===== src/rtl/riscv_de_hazard_ctrl.sv =====
// Hazard and sequencing controller for the D/E pipeline register: stalls, flushes,
// execute-stage forwarding selects and the mul/div start/done handshake with watchdog.
module riscv_de_hazard_ctrl #(
   parameter int MD_TIMEOUT = 70
) (
   input  logic       i_riscv_de_clk,
   input  logic       i_riscv_de_rst,
   input  logic [4:0] i_riscv_de_rs1addr_d,
   input  logic [4:0] i_riscv_de_rs2addr_d,
   input  logic [4:0] i_riscv_de_rs1addr_e,
   input  logic [4:0] i_riscv_de_rs2addr_e,
   input  logic [4:0] i_riscv_de_rdaddr_e,
   input  logic [1:0] i_riscv_de_resultsrc_e,
   input  logic       i_riscv_de_regwrite_e,
   input  logic [4:0] i_riscv_de_rdaddr_m,
   input  logic       i_riscv_de_regwrite_m,
   input  logic [4:0] i_riscv_de_rdaddr_w,
   input  logic       i_riscv_de_regwrite_w,
   input  logic       i_riscv_de_branchtaken_e,
   input  logic       i_riscv_de_mdreq_e,
   input  logic       i_riscv_de_mddone,
   output logic       o_riscv_de_stall_f,
   output logic       o_riscv_de_stall_d,
   output logic       o_riscv_de_stall_e,
   output logic       o_riscv_de_flush_d,
   output logic       o_riscv_de_flush_de,
   output logic [1:0] o_riscv_de_fwda_e,
   output logic [1:0] o_riscv_de_fwdb_e,
   output logic       o_riscv_de_mdstart,
   output logic       o_riscv_de_mdtimeout
);

   localparam int CNT_W = $clog2(MD_TIMEOUT + 1);
   localparam logic [CNT_W-1:0] CNT_LAST = CNT_W'(MD_TIMEOUT - 1);
   localparam logic [CNT_W-1:0] CNT_ONE  = CNT_W'(1);

   typedef enum logic {
      IDLE = 1'b0,
      BUSY = 1'b1
   } state_t;

   state_t           state;
   state_t           state_nxt;
   logic [CNT_W-1:0] cnt;
   logic [CNT_W-1:0] cnt_nxt;
   logic             timeout_q;
   logic             timeout_hit;
   logic             md_start;
   logic             md_stall;
   logic             lw_stall;
   logic             run;
   logic [1:0]       fwd_a;
   logic [1:0]       fwd_b;

   always_ff @(posedge i_riscv_de_clk or posedge i_riscv_de_rst) begin
      if (i_riscv_de_rst) begin
         state     <= IDLE;
         cnt       <= '0;
         timeout_q <= 1'b0;
      end else begin
         state     <= state_nxt;
         cnt       <= cnt_nxt;
         timeout_q <= timeout_hit;
      end
   end

   // Done takes priority over the watchdog; either one releases the stall in the same cycle.
   always_comb begin
      state_nxt   = state;
      cnt_nxt     = cnt;
      md_start    = 1'b0;
      md_stall    = 1'b0;
      timeout_hit = 1'b0;
      case (state)
         IDLE: begin
            if (i_riscv_de_mdreq_e) begin
               md_start  = 1'b1;
               md_stall  = 1'b1;
               state_nxt = BUSY;
               cnt_nxt   = '0;
            end
         end
         BUSY: begin
            cnt_nxt = cnt + CNT_ONE;
            if (i_riscv_de_mddone) begin
               state_nxt = IDLE;
            end else if (cnt == CNT_LAST) begin
               timeout_hit = 1'b1;
               state_nxt   = IDLE;
            end else begin
               md_stall = 1'b1;
            end
         end
         default: state_nxt = IDLE;
      endcase
   end

   always_comb begin
      lw_stall = (i_riscv_de_resultsrc_e == 2'b01) && i_riscv_de_regwrite_e &&
                 (i_riscv_de_rdaddr_e != 5'd0) &&
                 ((i_riscv_de_rdaddr_e == i_riscv_de_rs1addr_d) ||
                  (i_riscv_de_rdaddr_e == i_riscv_de_rs2addr_d));
   end

   // M stage is younger than W, so its result wins; x0 is never forwarded.
   always_comb begin
      fwd_a = 2'b00;
      if (i_riscv_de_regwrite_m && (i_riscv_de_rdaddr_m != 5'd0) &&
          (i_riscv_de_rdaddr_m == i_riscv_de_rs1addr_e))
         fwd_a = 2'b10;
      else if (i_riscv_de_regwrite_w && (i_riscv_de_rdaddr_w != 5'd0) &&
               (i_riscv_de_rdaddr_w == i_riscv_de_rs1addr_e))
         fwd_a = 2'b01;
   end

   always_comb begin
      fwd_b = 2'b00;
      if (i_riscv_de_regwrite_m && (i_riscv_de_rdaddr_m != 5'd0) &&
          (i_riscv_de_rdaddr_m == i_riscv_de_rs2addr_e))
         fwd_b = 2'b10;
      else if (i_riscv_de_regwrite_w && (i_riscv_de_rdaddr_w != 5'd0) &&
               (i_riscv_de_rdaddr_w == i_riscv_de_rs2addr_e))
         fwd_b = 2'b01;
   end

   // Every output is held low while reset is asserted, including the combinational ones.
   assign run = ~i_riscv_de_rst;

   assign o_riscv_de_stall_f   = run & (md_stall | (lw_stall & ~i_riscv_de_branchtaken_e));
   assign o_riscv_de_stall_d   = run & (md_stall | (lw_stall & ~i_riscv_de_branchtaken_e));
   assign o_riscv_de_stall_e   = run & md_stall;
   assign o_riscv_de_flush_d   = run & i_riscv_de_branchtaken_e & ~md_stall;
   assign o_riscv_de_flush_de  = run & (lw_stall | i_riscv_de_branchtaken_e) & ~md_stall;
   assign o_riscv_de_fwda_e    = fwd_a & {2{run}};
   assign o_riscv_de_fwdb_e    = fwd_b & {2{run}};
   assign o_riscv_de_mdstart   = run & md_start;
   assign o_riscv_de_mdtimeout = run & timeout_q;

endmodule


===== config.mk =====
export PLATFORM = sky130hd
export DESIGN_NAME = riscv_de_hazard_ctrl
export DESIGN_NICKNAME = d
export VERILOG_FILES = /design/src/rtl/riscv_de_hazard_ctrl.sv
export SDC_FILE = /design/constraint.sdc
export NUM_CORES = 1
export LEC_CHECK = 0
export CORE_UTILIZATION = 37
export CTS_CLUSTER_DIAMETER = 60
export DETAILED_ROUTE_END_ITERATION = 8
export PLACE_DENSITY = 0.79
export SLEW_MARGIN = 15
export SYNTH_ARGS = -nofsm -noshare
export SYNTH_HDL_FRONTEND = slang
export SYNTH_SLANG_ARGS = --single-unit
export TNS_END_PERCENT = 1

===== constraint.sdc =====
create_clock -name i_riscv_de_clk -period 1.9 [get_ports i_riscv_de_clk]
set_input_delay 0.19 -clock i_riscv_de_clk [delete_from_list [all_inputs] [get_ports i_riscv_de_clk]]
set_output_delay 0.19 -clock i_riscv_de_clk [all_outputs]
set_load 0.02 [all_outputs]

==> metrics.cfg <==
[run_status]
status=finished, violations left
violations=negative setup slack

[worst_setup_path]
arrival_ns=1.94
critPathMaxFanout=3
cp-start-kind=primary input
cp_data_required_time_ns=1.71
worstPathCellList=clkdlybuf4s50_1, or4_4, o21ai_4, nor3_1, nor4_2, buf_4
path_delay_family=simple AND/OR/NAND/NOR gates
worstSetupPathType=in2out
endpoint_kind=output port
slowest_delay_ns=0.55
cp_slowest_cell=or4_4
crit_buf_inv=2

[clock_tree]
cts_sinks=9
cts_max_path_buffers=2
cts_buffers=3
insertion_delay_ns=0.28
htreeDepth=1
clkSlewWorstSetupHoldPaths_ns=0.08
cts_root_buf=clkbuf_4
cts_tree=yes
holdBufCountCts=0

[timing]
period_minus_slack_ns=2.127
rsz0062_at_grt=yes
slew_headroom_pct=71.18
hold_violations=0
finalSetupTns_ns=-1.404
setup_violations=10
final_max_slew_viol_count=0
worst_hold_slack_ns=0.2943
period_share_pct=112.0
fmax_mhz=470.1
worst_pin_slew_ns=0.4291
fin_skew_ns=0.004777
setup_ws_ns=-0.2271

[global_route]
grt_pass1_vias=1302
grt_overflow=0
grt.total_usage_pct=29.79
grt_antenna_before_repair=0
grt_pass1_wl_um=5733
grt_max_degree=11

[detailed_routing]
vias_per_cell=5.437
ant_nets=0
post_drt_wl_per_cell_um=16.65
drtPass1Iterations=4
drtIter0Drc=41
vias=1294
drt-total-wl_um=3963
drc=0

[die]
io_pins=56
row_count=17
die_width_um=51.38
fp.dieArea_mm2=0.002639
die_h_um=51.38
initial_core_util_pct=40.01
coreArea_mm2=0.002255

[min_path]
hp-class=in2async

[synthesis]
synth_ff_type=dfrtp_1
syn_nets=152
synthArstFlopShare_pct=100.0
yosys.cell_types.count=29
yosysWarnings=0
syn_area_per_cell_um2=8.592
synth_edf_count=0
ys_seq_area_share_pct=24.97
synth-seq-cells=9
synth_area_um2=902.1
netlist_instances=105

[pwr]
leakagePower_uw=0.0008957
ir_worst_vdd_v=0.0004543
power.density_mw_per_mm2=469.0

[finish]
n_antenna_cell=0
regArea_um2=225.2
areaGrowthSynthToFinish_pct=119.1
fill_cells=101
fin_cells=238
drive_above_1_share_pct=35.71
fin_nets=258
multi_input_area_um2=725.7

[place]
place_hpwl_um=2588
port_buffers=55
routabilityCongestion=0.8864
dp_cells=222

[run]
drv_cap=0

==> per-stage QoR <==
stage	area [um^2]	power [uW]	utilization (%)	worst slack (ns)
after floorplan	907.1	423.9	-	0.08702
after global placement	1755	688.9	77.86	-0.5719
after detailed placement	1755	709.3	77.86	-0.6896
after CTS	1901	872.7	84.30	-0.2648
after global routing	1977	978.3	87.68	-0.2919
final	1977	927.1	87.68	-0.2271
==> sequential cells by signal (all words and copies together) (netlist names) <==
signal / count
cnt: 7
state: 1
timeout_q: 1
==> tightest hold or removal path, cell delays in order <==
cell and delay [ns]:
clkdlybuf4s50_1 0.47, inv_2 0.09, buf_4 0.18
==> synth_stat cells (2+ instances only) <==
master	n	area [um^2]
nand4_1	3	18.77
xor2_1	21	183.9
ha_1	2	25.02
nand2_1	6	22.52
nor3_1	4	20.02
clkbuf_1	2	7.510
nor4_2	2	25.02
o211ai_1	3	22.52
nand3_1	4	20.02
nor4_1	3	18.77
inv_1	4	15.01
nor2_1	6	22.52
dfrtp_1	9	225.2
xnor2_1	10	87.58
o31ai_1	4	30.03
o21ai_0	3	15.01
nand2b_1	3	18.77
or4_1	5	37.54
==> cells by family after synthesis <==
| kind of cell | count (synthesis) | synth area share [%] |
|---|---|---|
| AOI/OAI and AO/OA | 15 | 12.21 |
| adders and majority gates | 2 | 2.773 |
| and+or+nand+nor | 39 | 24.97 |
| buffers and inverters | 8 | 3.745 |
| xor gates and xnor gates | 31 | 30.10 |
| DFF | 9 | 24.97 |
| muxes | 1 | 1.248 |
==> placed cells by master (no fill, tap or decap), types with 3 or more instances in the layout <==
| cell type | instances |
|---|---|
| xor2_1 | 21 |
| buf_4 | 44 |
| dlymetal6s2s_1 | 5 |
| clkdlybuf4s50_1 | 40 |
| buf_6 | 10 |
| o211ai_1 | 3 |
| nand2_1 | 6 |
| o21ai_0 | 3 |
| nor2_1 | 6 |
| xnor2_1 | 10 |
| nand4_1 | 3 |
| nor3_1 | 4 |
| clkbuf_4 | 3 |
| nand3_1 | 4 |
| nand2b_1 | 3 |
| or4_1 | 3 |
| o31ai_1 | 3 |
| dfrtp_1 | 9 |
| inv_2 | 3 |
==> timing repair <==
item,4_1_cts,5_1_grt
endpoints found under the setup margin,9,10
setup buffers,10,2
endpoints found under the hold margin,0,0
resized for setup,54,17
pin swaps,4,5
==> metal layers <==
metal	part of all wire (%)	wire, um	GRT usage (%)
met5	0	0	0
met4	5.6	223	13.06
met3	5.8	231	6.548
met2	51	2038	56.28
met1	37	1470	30.76
==> report_power, final <==
part / internal [uW] / leakage [uW] / switching [uW]
Combinational: 289 / 0.000757 / 221
Sequential: 223 / 0.000120 / 25.1
Clock: 78.1 / 0.0000177 / 90.8
==> path summary, 6_finish.rpt <==
| kind | slack (ns) | end | cells after the start | startpoint |
|---|---|---|---|---|
| worst min-delay path | 0.29 | cnt[1] | 3 | i_riscv_de_rst |
| min in group i_riscv_de_clk | 0.60 | cnt[3] | 2 | cnt[3] |
| worst max register to register | -0.15 | timeout_q | 14 | cnt[1] |
| worst max-delay path | -0.23 | o_riscv_de_fwda_e[0] | 6 | i_riscv_de_rdaddr_m[1] |
| worst min register to register | 0.60 | cnt[3] | 2 | cnt[3] |
| max in group asynchronous | 1.46 | timeout_q | 3 | i_riscv_de_rst |
==> area by class of cell <==
cell class	instances	share of cell area, %
sequential	9	11.39
clock buffer	3	1.139
multi-input combinational	88	36.71
inverter	5	0.9494
clock inverter	1	0.2532
tap	28	1.772
timing repair buffer	104	47.78
Note: power is estimated with default switching activity, not from simulation.
